### src/rtl/nco_bank.sv
// nco_bank: bank of CHANNELS independent phase-accumulator oscillators with phase-continuous retuning.
// Latency: out/tick reflect the accumulator state registered on the previous clk edge; a retune takes effect on the channel's next wrap.
// Backpressure: wr_ready drops for a channel while it holds an unapplied update; writes to channel indices >= CHANNELS are always accepted and dropped.
//
// Ports:
//   clk       rising-edge clock for all state
//   rst       synchronous, active-low reset
//   enable    global run; accumulators advance only while high
//   wr_valid  configuration write request (valid/ready handshake with wr_ready)
//   wr_ready  combinational; low while the addressed channel has an update pending
//   wr_chan   target channel index
//   wr_data   new frequency tuning word (step = ftw + 1)
//   wr_mode   new output mode: 0 = square (acc MSB), 1 = pulse (tick)
//   out       per-channel oscillator output
//   tick      per-channel registered one-cycle wrap pulse
//   sync      only with NCO_BANK_SYNC_EN defined: clears all accumulators and applies pending updates
//
// Optional feature macro: NCO_BANK_SYNC_EN (adds the sync input and its logic).

module nco_bank #(
  parameter int CHANNELS = 4,
  parameter int WIDTH    = 8,
  localparam int CW      = (CHANNELS > 1) ? $clog2(CHANNELS) : 1
) (
  input  logic                clk,
  input  logic                rst,
  input  logic                enable,
  input  logic                wr_valid,
  output logic                wr_ready,
  input  logic [CW-1:0]       wr_chan,
  input  logic [WIDTH-1:0]    wr_data,
  input  logic                wr_mode,
  output logic [CHANNELS-1:0] out,
  output logic [CHANNELS-1:0] tick
`ifdef NCO_BANK_SYNC_EN
  ,
  input  logic                sync
`endif
);

  // Per-channel configuration: tuning word plus output mode (0 = square, 1 = pulse).
  typedef struct packed {
    logic [WIDTH-1:0] ftw;
    logic             mode;
  } cfg_t;

  cfg_t                act_q  [CHANNELS];  // configuration currently driving the accumulator
  cfg_t                shd_q  [CHANNELS];  // staged configuration waiting for the next wrap
  logic [WIDTH-1:0]    acc_q  [CHANNELS];
  logic [CHANNELS-1:0] pend_q;
  logic [CHANNELS-1:0] tick_q;

  logic [WIDTH:0]      sum_w  [CHANNELS];  // acc + ftw + 1 with carry in the top bit
  logic [CHANNELS-1:0] wr_hit;             // accepted write lands on this channel
  logic [CHANNELS-1:0] apply_w;            // shadow -> active transfer on this edge
  logic                sync_w;
  cfg_t                wr_cfg;

`ifdef NCO_BANK_SYNC_EN
  assign sync_w = sync;
`else
  assign sync_w = 1'b0;
`endif

  assign wr_cfg = '{ftw: wr_data, mode: wr_mode};

  // Ready is per addressed channel. Indices with no channel behind them
  // default to ready so that stray writes never stall the writer.
  always_comb begin
    wr_ready = 1'b1;
    for (int c = 0; c < CHANNELS; c++) begin
      if (wr_chan == CW'(c)) begin
        wr_ready = !pend_q[c];
      end
    end
  end

  // The addition always uses the active (old) ftw, so the edge that wraps
  // with the old step is also the edge that switches to the new step: the
  // new frequency starts exactly at phase zero-crossing, with no phase jump.
  // A paused channel has no wrap to wait for, so its update applies at once.
  always_comb begin
    wr_hit  = '0;
    apply_w = '0;
    for (int c = 0; c < CHANNELS; c++) begin
      sum_w[c]   = {1'b0, acc_q[c]} + {1'b0, act_q[c].ftw} + {{WIDTH{1'b0}}, 1'b1};
      wr_hit[c]  = wr_valid && wr_ready && (wr_chan == CW'(c));
      apply_w[c] = pend_q[c] && (sync_w || !enable || sum_w[c][WIDTH]);
    end
  end

  always_ff @(posedge clk) begin
    if (!rst) begin
      for (int c = 0; c < CHANNELS; c++) begin
        acc_q[c] <= '0;
        act_q[c] <= '0;
        shd_q[c] <= '0;
      end
      pend_q <= '0;
      tick_q <= '0;
    end else begin
      for (int c = 0; c < CHANNELS; c++) begin
        // Sync overrides both the run gate and any carry on this edge.
        if (sync_w) begin
          acc_q[c]  <= '0;
          tick_q[c] <= 1'b0;
        end else if (enable) begin
          acc_q[c]  <= sum_w[c][WIDTH-1:0];
          tick_q[c] <= sum_w[c][WIDTH];
        end else begin
          tick_q[c] <= 1'b0;
        end

        if (apply_w[c]) begin
          act_q[c] <= shd_q[c];
        end

        // wr_hit needs pend_q low and apply_w needs it high, so they never
        // coincide. A write landing on a wrap edge therefore stays pending
        // until the following wrap.
        if (wr_hit[c]) begin
          shd_q[c]  <= wr_cfg;
          pend_q[c] <= 1'b1;
        end else if (apply_w[c]) begin
          pend_q[c] <= 1'b0;
        end
      end
    end
  end

  // Square mode shows the phase MSB; pulse mode shows the wrap strobe.
  always_comb begin
    out = '0;
    for (int c = 0; c < CHANNELS; c++) begin
      out[c] = act_q[c].mode ? tick_q[c] : acc_q[c][WIDTH-1];
    end
  end

  assign tick = tick_q;

endmodule

### config.mk
export PLATFORM = sky130hd
export DESIGN_NAME = nco_bank
export DESIGN_NICKNAME = d
export VERILOG_FILES = /design/src/rtl/nco_bank.sv
export SDC_FILE = /design/constraint.sdc
export NUM_CORES = 1
export LEC_CHECK = 0
export ABC_AREA = 0
export CORE_MARGIN = 10
export CORE_UTILIZATION = 40
export DETAILED_ROUTE_END_ITERATION = 12
export PLACE_DENSITY = 0.59
export SYNTH_ARGS = -nofsm -noshare
export SYNTH_HDL_FRONTEND = slang
export SYNTH_SLANG_ARGS = --single-unit
### constraint.sdc
create_clock -name clk -period 6.3 [get_ports clk]
set_input_delay 0.63 -clock clk [delete_from_list [all_inputs] [get_ports clk]]
set_output_delay 0.63 -clock clk [all_outputs]
set_load 0.01 [all_outputs]
After elaboration in Yosys (flattened, before gate mapping)
Memory sizes are Yosys's and may differ from the RTL's.
Index checks and enable logic that the tools add are counted.
W data, S select, Z words.
- reduce and logical (&&, ||, !) cells: 24
- add/subtract/negate cells: 8
- equality and inequality tests: 3
- multiplexer cells: 56
- bitwise logic cells: 12
- operators by type and width (operator ; number):
    $mux W9 ; 8
    $mux W1 ; 44
    $add A8 B8 Y9 ; 4
    $add A9 B1 Y9 const B ; 4
    $mux W8 ; 4
    $or A1 B1 Y1 ; 12
    $logic_and A1 B1 Y1 ; 9
    $reduce_bool A2 Y1 ; 4
    $logic_not A1 Y1 ; 5
    $eq A2 B2 Y1 const B ; 2
    $logic_or A1 B1 Y1 ; 4
    $eq A2 B1 Y1 const B ; 1
    $logic_not A2 Y1 ; 1
    $reduce_and A2 Y1 ; 1
- flip-flop bits (word level): 8
- logic and storage cells: 111
- bits in writable memories: 104
- memories kept: 3
- output and inout port bits: 9
- bits of input ports: 15
- memory list (name ; words ; width ; rd ports ; clocked after Yosys merged registers in ; wr ports ; RTL line ; text):
    act_q ; 4 ; 9 ; 4 ; 0 ; 4 ; 47 ; cfg_t act_q [CHANNELS];
    shd_q ; 4 ; 9 ; 4 ; 0 ; 4 ; 48 ; cfg_t shd_q [CHANNELS];
    acc_q ; 4 ; 8 ; 4 ; 0 ; 4 ; 49 ; logic [WIDTH-1:0] acc_q [CHANNELS];

Longest topological paths before layout
Gate-level depths: netlist of run 1.
- depth in word-level cells: 11
- mapped depth: 9
- mapped depth without buffers: 8

Worst setup path after synthesis of run 1
OpenSTA, ideal clock, no wires.
- path type: register -> register
- start: mem act_q[3][1] (netlist name)
- end: mem act_q[3][0] (netlist name), enable pin
- library setup time: 0.286 ns
- clock period less this slack: 2.263 ns
- cell stages (with the launch flop): 10
- arrival time: 1.977 ns
- data required time: 6.014 ns
- path buffers: 1
- setup slack: 4.037 ns
- path through: edfxtp_1 -> inv_1 -> ha_1 -> inv_1 -> fa_1 -> nand3_1 -> a2111oi_4 -> a2111oi_2 -> buf_6 -> o21ai_2
- RTL lines (what ; RTL line):
    start, declared ; 47

==> reports/results.tsv, run 1 <==
metric	value	unit
worstSetupEndpointType	register	
grtUsageTotal	0.1284	
mean_syn_cell_area	11.45	µm²
placed_cells	721	
timing.critical_path.fanout_max	27	
cp.required	6.53	ns
synth-edff-count	104	
h_tree_level_count	3	
die_area	20330	µm²
floorplan.die.height	142.6	µm
yosysUniqueCellTypes	50	
port_buffers	23	
via_count_of_the_first_global_routing_pass	3967	
class_of_the_most_critical_setup_path	in2reg	
route.final.wire_length	12540	µm
start_util	0.4105	
yosys_warnings	0	
comb_power_share	0.175	
num_antenna_cells	0	
number_of_antenna_violations_at_the_first_check_in_global_routing	0	
fp.coreArea	14640	µm²
clkTransAtPathRegs	0.08	ns
finalHoldViolCount	0	
timing.hold.ws	0.5470	ns
timing.final.max_slew_violations	0	
cell_internal_pwr	1.273	mW
top_flip_flop_cell_by_instance_count_after_synthesis	sky130_fd_sc_hd__edfxtp_1	
fin_setup_tns	0	ns
hold_buffers_post_cts	0	
global_route.overflow_total	0	
mappedNetlistNets	576	
rows	44	
clockPowerShare	0.318	
post-cts-setup-buffer-count	0	
tritoncts_clock_tree	built	
globalplace.congestion	0.8072	
max_cap_violations	0	
detail_route.drc_violations	0	
place.detailed.hpwl	8962	µm
outcome	finished clean	
synth-seq-cells	112	
final_cells	736	
power.static_leakage	2.539	nW
fin_crit	2.941	ns
synthArstFlopShare	0	
drt_first_iter_violations	242	
grt_first_pass_wirelength	20310	µm
clock-sinks	112	
largest_net_degree_at_the_start_of_global_routing	33	
netlist_instances	525	
slew_headroom	0.2778	
antenna_left	0	
cts_root_buffer	sky130_fd_sc_hd__clkbuf_16	
rsz0062_at_grt	false	
f_max	340.0	MHz
cp_data_arrival_time	3.17	ns
netSwitchingPower	506.1	µW
synth_sequential_area_ratio	0.5461	
fp.dieW	142.6	µm
switching_share	0.2844	
ctsLongestPathBuffers	2	
vias	3994	
clk-insertion-delay-late	0.36	ns
mappedNetlistArea	6012	µm²
setup-violations-final	0	
min-delay-path-class	reg2reg	
design.final.nets	599	
dr.pass1.iters	4	
cts_repair_resize_count	0	
share_of_cells_above_drive_strength_1	0.07790	
syn2layout_area_growth	11.88	%
sequential_share_of_power	0.507	
finClkSkew	0.008978	ns
min_period_over_period	0.4668	
io_pins	24	
post_drt_wl_per_cell	17.04	µm
worstMarginPinSlew	1.083	ns
p_per_area	264.6	nW/µm²
cts_buffers	9	
peakVddDrop	0.1496	mV
routed_via_density	5.427	
worstSetupStartpointType	primary input	
==> per-layer routing <==
layer | up-vias | track usage | wire [µm]
met3 | 11 | 0.03338 | 648
met4 | 0 | 0.04072 | 195
li1 | 2006 | - | -
met1 | 1898 | 0.1607 | 5608
met2 | 79 | 0.2121 | 6087
met5 | - | 0 | 0
==> cell usage after synthesis, types with 5 or more instances <==
master	n	share of area
sky130_fd_sc_hd__and2_1	37	0.039
sky130_fd_sc_hd__dfxtp_1	8	0.027
sky130_fd_sc_hd__a211oi_1	39	0.049
sky130_fd_sc_hd__buf_2	10	0.0083
sky130_fd_sc_hd__nor2_1	30	0.019
sky130_fd_sc_hd__nor4_1	7	0.0073
sky130_fd_sc_hd__a21oi_1	14	0.012
sky130_fd_sc_hd__nand2_1	32	0.020
sky130_fd_sc_hd__nor3_1	16	0.013
sky130_fd_sc_hd__nand2b_1	11	0.011
sky130_fd_sc_hd__edfxtp_1	104	0.52
sky130_fd_sc_hd__nor3b_2	9	0.019
sky130_fd_sc_hd__or4_1	8	0.010
sky130_fd_sc_hd__nand3_1	20	0.017
sky130_fd_sc_hd__mux2_2	5	0.0094
sky130_fd_sc_hd__inv_1	55	0.034
sky130_fd_sc_hd__o21ai_0	9	0.0075
sky130_fd_sc_hd__and3_1	8	0.0083
sky130_fd_sc_hd__ha_1	32	0.067
==> power by group through the flow <==
stage	Clock [mW]	Sequential, mW	Combinational (mW)
2_1_floorplan	0	0.909	0.224
3_3_place_gp	0	0.921	0.301
3_5_place_dp	0	0.919	0.308
4_1_cts	0.581	0.904	0.311
5_1_grt	0.610	0.910	0.348
6_report	0.566	0.903	0.311
==> cell usage in the layout, fill, tap and decap left out, types with 4 or more instances in the layout <==
cell type and instances:
sky130_fd_sc_hd__a211oi_1 39, sky130_fd_sc_hd__a21oi_1 14, sky130_fd_sc_hd__a221oi_1 4, sky130_fd_sc_hd__a31oi_1 4, sky130_fd_sc_hd__and2_1 37, sky130_fd_sc_hd__and3_1 8, sky130_fd_sc_hd__buf_4 6, sky130_fd_sc_hd__clkbuf_16 9
sky130_fd_sc_hd__clkdlybuf4s50_1 23, sky130_fd_sc_hd__dfxtp_1 8, sky130_fd_sc_hd__edfxtp_1 104, sky130_fd_sc_hd__fa_1 4, sky130_fd_sc_hd__ha_1 32, sky130_fd_sc_hd__inv_1 55, sky130_fd_sc_hd__mux2_2 5, sky130_fd_sc_hd__nand2_1 32
sky130_fd_sc_hd__nand2b_1 11, sky130_fd_sc_hd__nand3_1 20, sky130_fd_sc_hd__nor2_1 30, sky130_fd_sc_hd__nor2b_1 4, sky130_fd_sc_hd__nor3_1 16, sky130_fd_sc_hd__nor3b_1 4, sky130_fd_sc_hd__nor3b_2 9, sky130_fd_sc_hd__nor4_1 7
sky130_fd_sc_hd__o211ai_1 4, sky130_fd_sc_hd__o21ai_0 9, sky130_fd_sc_hd__or4_1 8, sky130_fd_sc_hd__xnor2_1 4
==> worst paths after layout <==
kind	cells after the start	from	slack (ns)	endpoint
worst min-delay path	1	pend_q[3]	0.55	pend_q[3]
worst max-delay path	7	rst	3.36	acc_q[1][6]
worst min register to register	1	pend_q[3]	0.55	pend_q[3]
worst max register to register	8	act_q[1][1]	3.39	act_q[1][2]
==> sequential cells by signal, indices dropped and copies added, names as in the netlist <==
signal	flops
acc_q	32
act_q	36
pend_q	4
shd_q	36
tick	4
==> cell type report <==
| cell class | count | area (µm²) |
|---|---|---|
| Clock buffer | 9 | 225.2 |
| Clock inverter | 6 | 67.56 |
| Sequential cell | 112 | 3283 |
| Fill cell | 1340 | 7918 |
| Timing Repair Buffer | 29 | 275.3 |
| Inverter | 57 | 214.0 |
| Tap cell | 184 | 230.2 |
| Multi-Input combinational cell | 339 | 2431 |
==> logic make-up after synthesis <==
logic type | count (synthesis) | synth area share
AND/OR/NAND/NOR | 191 | 0.1798
flip-flops | 112 | 0.5461
AO/OA/AOI/OAI | 100 | 0.1245
buffers and inverters | 74 | 0.04953
adder cells (fa/ha/maj) | 36 | 0.07992
multiplexers | 8 | 0.01436
XOR/XNOR | 4 | 0.005827
==> worst max-delay path: stages <==
cell and delay [ns]:
sky130_fd_sc_hd__clkdlybuf4s50_1 0.46, sky130_fd_sc_hd__buf_4 0.24, sky130_fd_sc_hd__nand2_1 0.62, sky130_fd_sc_hd__buf_4 0.48, sky130_fd_sc_hd__or4_1 0.42, sky130_fd_sc_hd__mux2_2 0.27
sky130_fd_sc_hd__nand2_1 0.05
==> metrics by stage <==
step	worst slack (ns)	area (µm²)	util	power (mW)
finish	3.359	6726	0.4593	1.780
global placement	3.060	6434	0.4393	1.222
CTS	3.393	6726	0.4593	1.797
detailed placement	2.999	6434	0.4393	1.227
global route	3.161	6726	0.4593	1.869
floorplan	4.037	6012	-	1.133
(Power assumes the default switching activity.)
==> run 2, diff against run 1 <==
--- a/config.mk
+++ b/config.mk
@@ -9,7 +9,7 @@
 export CORE_MARGIN = 10
 export CORE_UTILIZATION = 40
 export DETAILED_ROUTE_END_ITERATION = 12
-export PLACE_DENSITY = 0.59
+export PLACE_DENSITY = 0.61
 export SYNTH_ARGS = -nofsm -noshare
 export SYNTH_HDL_FRONTEND = slang
 export SYNTH_SLANG_ARGS = --single-unit
==> constraint.sdc (replaced) <==
create_clock -name clk -period 2.35 [get_ports clk]
set_input_delay 0.235 -clock clk [delete_from_list [all_inputs] [get_ports clk]]
set_output_delay 0.235 -clock clk [all_outputs]
set_load 0.01 [all_outputs]
==> run 2 against run 1 <==
Net effect:
- die area unchanged
- utilization is 1.3 points higher
- sequential power increased to 2.7 times the previous value
- cell area rose by 2.8%
- clock skew is 0.00062 ns lower
- routed wire length grew 2.0%
- count of clock-buffer cells in the layout is 1 higher
- register-to-register slack worse by 3.3 ns
- first-iteration DRC count increased by 29%
- flip-flop and latch count is the same
- cell count is 3.1% higher
==> reports/results.tsv, run 2 (synthesis results as in run 1) <==
metric	value	unit	change
outcome	finished clean		unchanged
postLayoutCellArea	6918	µm²	was 6726 µm²
detail_route.drc_violations	0		unchanged
cp.required	2.38	ns	was 6.53 ns
timing.reg2reg.setup_slack	0.11	ns	was 3.39 ns
worstHoldStart	pend_q[3]		unchanged
timing.final.max_slew_violations	0		unchanged
slew_headroom	0.6536		was 0.2778
f_max	446.7	MHz	
drt_first_iter_violations	311		was 242
p_per_area	680.9	nW/µm²	was 264.6 nW/µm²
grtUsageTotal	0.1293		was 0.1284
peakVddDrop	0.4117	mV	was 0.1496 mV
max_cap_violations	0		unchanged
post_drt_wl_per_cell	16.85	µm	was 17.04 µm
netSwitchingPower	1.290	mW	was 506.1 µW
global_route.overflow_total	0		unchanged
floorplan.die.height	142.6	µm	unchanged
fp.coreArea	14640	µm²	unchanged
rows	44		unchanged
routed_via_density	5.491		was 5.427
finish.utilization	0.4724		was 0.4593
design.final.nets	622		was 599
route.final.wire_length	12790	µm	was 12540 µm
class_of_the_most_critical_setup_path	reg2reg		was in2reg
worstReg2RegStart	act_q[3][1]		was act_q[1][1]
port_buffers	23		unchanged
globalplace.congestion	0.8766		was 0.8072
clock-sinks	112		unchanged
min_period_over_period	0.9526		
vias	4168		was 3994
min_delay_path_depth	1		unchanged
die_area	20330	µm²	unchanged
placement.cell_area	6624	µm²	was 6434 µm²
grt_first_pass_wirelength	20730	µm	was 20310 µm
finClkSkew	0.008355	ns	was 0.008978 ns
post-cts-setup-buffer-count	0		unchanged
final_power	4.710	mW	was 1.780 mW
num_antenna_cells	0		unchanged
most_used_cells_in_the_layout_excluding_fill_and_tap_cells	sky130_fd_sc_hd__edfxtp_1, sky130_fd_sc_hd__inv_1, sky130_fd_sc_hd__a211oi_1, sky130_fd_sc_hd__and2_1		unchanged
top_regs	act_q x36, shd_q x36, acc_q x32		unchanged
fin_crit	2.239	ns	
worstSetupStartpointType	register		was primary input
antenna_left	0		unchanged
share_of_cells_above_drive_strength_1	0.1148		was 0.07790
whs_endpoint	pend_q[3]		unchanged
setup-violations-final	0		unchanged
place.detailed.hpwl	9242	µm	was 8962 µm
cts_buffers	9		unchanged
timing.critical_path.fanout_max	9		was 27
cp_data_arrival_time	2.27	ns	was 3.17 ns
finalHoldViolCount	0		unchanged
most_common_cell_after_layout_fill_and_taps_aside	sky130_fd_sc_hd__edfxtp_1		unchanged
tritoncts_clock_tree	built		unchanged
timing.hold.ws	0.5534	ns	was 0.5470 ns
fp.dieW	142.6	µm	unchanged
reg2reg_to	act_q[3][1]		was act_q[1][2]
clkTransAtPathRegs	0.07	ns	was 0.08 ns
via_count_of_the_first_global_routing_pass	4070		was 3967
largest_net_degree_at_the_start_of_global_routing	28		was 33
h_tree_level_count	3		unchanged
worstSetupEndpointType	register		unchanged
syn2layout_area_growth	15.07	%	was 11.88%
number_of_antenna_violations_at_the_first_check_in_global_routing	0		unchanged
io_pins	24		unchanged
sequential_share_of_power	0.514		was 0.507
dr.pass1.iters	5		was 4
cell_internal_pwr	3.420	mW	was 1.273 mW
rsz0062_at_grt	true		was false
worstMarginPinSlew	0.5195	ns	was 1.083 ns
r2r_cells	9		was 8
start_util	0.4105		unchanged
fin_setup_tns	0	ns	unchanged
ctsLongestPathBuffers	2		unchanged
clockPowerShare	0.296		was 0.318
min-delay-path-class	reg2reg		unchanged
comb_power_share	0.190		was 0.175
switching_share	0.2739		was 0.2844
power.static_leakage	2.643	nW	was 2.539 nW
cts_root_buffer	sky130_fd_sc_hd__clkbuf_16		unchanged
clk-insertion-delay-late	0.36	ns	about the same
-- run 2: timing repair --
| item | 4_1_cts | 5_1_grt |
|---|---|---|
| resized for setup | 1 | 6 |
| setup endpoints to repair | 9 | 27 |
| cloned | 0 | 1 |
| hold buffers | 0 | 0 |
-- run 2: power by group through the flow --
stage	clock network, mW	registers [mW]	logic (mW)
floorplan	0	2.44	0.599
global placement	0	2.46	0.851
detailed placement	0	2.46	0.874
CTS	1.42	2.42	0.884
global route	1.52	2.43	0.997
finish	1.39	2.42	0.897
-- run 2: area by class of cell --
type | count | area (µm²)
fillers | 1297 | 7726
clock inverters | 5 | 25.02
well taps | 184 | 230.2
repair buffers | 52 | 470.5
multi-input cells | 339 | 2466
clock buffers | 10 | 229.0
flip-flops and latches | 112 | 3283
inverters | 57 | 214.0
-- run 2: how the worst max path moves through the flow --
stage	from	endpoint	slack, ns	cells past startpoint
finish	act_q[3][1]	act_q[3][1]	0.11	9
global route	act_q[3][1]	act_q[3][1]	-0.03	9
CTS	acc_q[3][0]	act_q[3][1]	0.007	9
detailed placement	act_q[3][1]	act_q[3][0]	-0.04	9
global placement	act_q[3][1]	act_q[3][0]	0.01	9
floorplan	act_q[3][1]	act_q[3][0]	0.09	9
-- run 2: per-stage QoR --
step	worst slack (ns)	instances
floorplan	0.08739	525
global placement	0.01453	743
detailed placement	-0.03905	743
CTS	0.006512	758
global route	-0.02989	759
finish	0.1113	759
-- run 2: worst max-delay path, cell delays in order (launching register included) --
cell                        delay [ns]
sky130_fd_sc_hd__edfxtp_1         0.32
sky130_fd_sc_hd__inv_1            0.04
sky130_fd_sc_hd__ha_1             0.19
sky130_fd_sc_hd__inv_1            0.07
sky130_fd_sc_hd__fa_2             0.22
sky130_fd_sc_hd__nand3_2          0.11
sky130_fd_sc_hd__a2111oi_4        0.40
sky130_fd_sc_hd__a2111oi_4        0.11
sky130_fd_sc_hd__buf_4            0.19
sky130_fd_sc_hd__o21ai_4          0.27
-- run 2: routing by layer --
| layer | wire [µm] | part of all wire | global-route usage | vias up |
|---|---|---|---|---|
| li1 | - | - | - | 2054 |
| met1 | 5967 | 0.47 | 0.1701 | 2014 |
| met2 | 6091 | 0.48 | 0.2020 | 86 |
| met3 | 514 | 0.040 | 0.02637 | 14 |
| met4 | 214 | 0.017 | 0.05646 | 0 |
| met5 | 0 | 0 | 0 | - |
==> run 3, diff against run 2 <==
--- a/config.mk
+++ b/config.mk
@@ -6,10 +6,11 @@
 export NUM_CORES = 1
 export LEC_CHECK = 0
 export ABC_AREA = 0
+export CAP_MARGIN = 20
 export CORE_MARGIN = 10
 export CORE_UTILIZATION = 40
 export DETAILED_ROUTE_END_ITERATION = 12
-export PLACE_DENSITY = 0.61
+export PLACE_DENSITY_LB_ADDON = 0.25
 export SYNTH_ARGS = -nofsm -noshare
 export SYNTH_HDL_FRONTEND = slang
 export SYNTH_SLANG_ARGS = --single-unit
==> run 3 against run 2 <==
Net effect:
- cell area is 2.5% higher
- routed wire length is 0.60% lower
- global-route usage decreased by 0.11 points
- cell count up 1.7%
- sequential power about the same
- hold slack barely moved
- clock skew is essentially flat
- maximum frequency up 2.3%
- worst setup slack improved by 0.051 ns
- critical path type unchanged
- largest power group unchanged
==> reports/results.tsv, run 3 (synthesis results as in run 1) <==
metric	value	unit	change
fp.dieW	142.6	µm	unchanged
timing.reg2reg.setup_slack	0.16	ns	was 0.11 ns
route.final.wire_length	12710	µm	was 12790 µm
globalplace.congestion	0.8542		was 0.8766
floorplan.die.height	142.6	µm	unchanged
reg2reg_to	act_q[0][7]		was act_q[3][1]
start_util	0.4105		unchanged
critical_path_buf_inv_count	4		was 3
p_per_area	706.2	nW/µm²	was 680.9 nW/µm²
share_of_cells_above_drive_strength_1	0.1429		was 0.1148
worst_setup_path_startpoint	act_q[0][1]		was act_q[3][1]
grtUsageTotal	0.1282		was 0.1293
clock-sinks	112		unchanged
max_cap_violations	0		unchanged
r2r_cells	10		was 9
clkTransAtPathRegs	0.07	ns	about the same
sequential_cell_area	3283	µm²	unchanged
min_period_over_period	0.9308		was 0.9526
timing.final.max_slew_violations	0		unchanged
worstSetupEndpointType	register		unchanged
fin_crit	2.187	ns	was 2.239 ns
cts_buffers	9		unchanged
post_drt_wl_per_cell	16.47	µm	was 16.85 µm
final_power	5.006	mW	was 4.710 mW
port_buffers	23		unchanged
rows	44		unchanged
timing.critical_path.fanout_max	9		unchanged
timing.hold.ws	0.5532	ns	was 0.5534 ns
antenna_left	0		unchanged
syn2layout_area_growth	17.90	%	was 15.07%
global_route.overflow_total	0		unchanged
worstHoldStart	pend_q[3]		unchanged
top_regs	act_q x36, shd_q x36, acc_q x32		unchanged
combined_area_of_the_multi_input_logic_cells	2481	µm²	was 2466 µm²
place.detailed.hpwl	9262	µm	was 9242 µm
dr.pass1.iters	4		was 5
die_area	20330	µm²	unchanged
crit_path_max_incr_delay	0.37	ns	was 0.40 ns
worstSetupStartpointType	register		unchanged
slew_headroom	0.6593		was 0.6536
cp.required	2.46	ns	was 2.38 ns
drt_first_iter_violations	410		was 311
number_of_antenna_violations_at_the_first_check_in_global_routing	0		unchanged
min_delay_path_depth	1		unchanged
final.setup.worst_slack	0.1626	ns	was 0.1113 ns
rsz0062_at_grt	false		was true
finClkSkew	0.008651	ns	was 0.008355 ns
h_tree_level_count	3		unchanged
cp_top_family	buffers and inverters		was compound AO/OA/AOI/OAI gates
finalHoldViolCount	0		unchanged
io_pins	24		unchanged
fp.coreArea	14640	µm²	unchanged
peakVddDrop	0.3867	mV	was 0.4117 mV
most_used_cells_in_the_layout_excluding_fill_and_tap_cells	sky130_fd_sc_hd__edfxtp_1, sky130_fd_sc_hd__inv_1, sky130_fd_sc_hd__a211oi_1, sky130_fd_sc_hd__buf_4, sky130_fd_sc_hd__and2_1		was sky130_fd_sc_hd__edfxtp_1, sky130_fd_sc_hd__inv_1, sky130_fd_sc_hd__a211oi_1, sky130_fd_sc_hd__and2_1
detail_route.drc_violations	0		unchanged
fin_setup_tns	0	ns	unchanged
finish.utilization	0.4840		was 0.4724
clk-insertion-delay-late	0.35	ns	was 0.36 ns
ctsLongestPathBuffers	2		unchanged
whs_endpoint	pend_q[3]		unchanged
worstMarginPinSlew	0.5092	ns	was 0.5195 ns
routed_via_density	5.420		was 5.491
post_placement_worst_setup_slack	-0.07396	ns	was -0.03905 ns
cp_cell_sequence	inv_1 > ha_1 > inv_1 > fa_2 > nand3_2 > a211oi_1 > o31ai_1 > buf_4 > a32oi_1 > buf_4		was inv_1 > ha_1 > inv_1 > fa_2 > nand3_2 > a2111oi_4 > a2111oi_4 > buf_4 > o21ai_4
grt_first_pass_wirelength	20670	µm	was 20730 µm
cts_root_buffer	sky130_fd_sc_hd__clkbuf_16		unchanged
outcome	finished clean		unchanged
design.final.nets	634		was 622
power.static_leakage	2.731	nW	was 2.643 nW
fillerInstances	1303		was 1297
most_common_cell_after_layout_fill_and_taps_aside	sky130_fd_sc_hd__edfxtp_1		unchanged
slowest_stage_cell_on_the_critical_path	sky130_fd_sc_hd__edfxtp_1		was sky130_fd_sc_hd__a2111oi_4
class_of_the_most_critical_setup_path	reg2reg		unchanged
cp_data_arrival_time	2.29	ns	was 2.27 ns
min-delay-path-class	reg2reg		unchanged
num_antenna_cells	0		unchanged
via_count_of_the_first_global_routing_pass	4074		was 4070
f_max	457.2	MHz	was 446.7 MHz
vias	4184		was 4168
largest_net_degree_at_the_start_of_global_routing	32		was 28
setup-violations-final	0		unchanged
worstReg2RegStart	act_q[0][1]		was act_q[3][1]
tritoncts_clock_tree	built		unchanged
run 3: changes by cell type in the layout (fill, tap and decap cells not counted), moves of 2 or more:
cell                        before  now
sky130_fd_sc_hd__buf_4          26   39
sky130_fd_sc_hd__nand3_1        19   17
sky130_fd_sc_hd__bufinv_16       0    2
sky130_fd_sc_hd__nand3_2         1    3
sky130_fd_sc_hd__clkinv_1        2    0
run 3: metrics by stage:
stage	cell area, µm²	std cells
finish	7088	772
global route	7088	772
CTS	6990	763
detailed placement	6654	747
global placement	6654	747
floorplan	6012	525
run 3: worst max path at each step:
stage,end,depth (start not counted)
5_1_grt,act_q[2][4],10
3_5_place_dp,act_q[1][1],8
2_1_floorplan,act_q[3][0],9
4_1_cts,act_q[0][7],10
3_3_place_gp,act_q[3][0],9
6_report,act_q[0][7],10
run 3: final cells by class:
type                       instances  area share
sequential                       112      0.4632
multi-input combinational        339      0.3500
timing repair buffer              64     0.07944
clock buffer                      12     0.03477
tap                              184     0.03248
inverter                          57     0.03019
clock inverter                     4    0.009885
run 3: repair_timing:
action	4_1_cts	5_1_grt
hold buffers	0	0
hold endpoints to repair	0	0
buffers inserted	0	9
pin swaps	0	3
gates resized for setup	3	6
endpoints found under the setup margin	24	42
run 3: worst reg2reg max path: cells and delay by family, from the launching register on:
kind	cells	cell delay, ns
buf+inv	4	0.52
fa+ha+maj	2	0.52
compound gates	3	0.45
flops	1	0.37
simple gates	1	0.11
run 3: per-layer routing:
| metal | wire length [µm] | part of all wire | global-route usage | vias to the layer above |
|---|---|---|---|---|
| met5 | 0 | 0 | 0 | - |
| li1 | - | - | - | 2073 |
| met1 | 5954 | 0.47 | 0.1706 | 2026 |
| met3 | 473 | 0.037 | 0.02136 | 12 |
| met2 | 6067 | 0.48 | 0.2030 | 73 |
| met4 | 215 | 0.017 | 0.05266 | 0 |
run 3: where the power goes:
part / switching (mW) / leakage, nW / internal, mW
registers: 0.0668 / 1.16 / 2.35
logic: 0.537 / 1.41 / 0.406
clock network: 0.682 / 0.157 / 0.962
total: 1.29 / 2.73 / 3.72
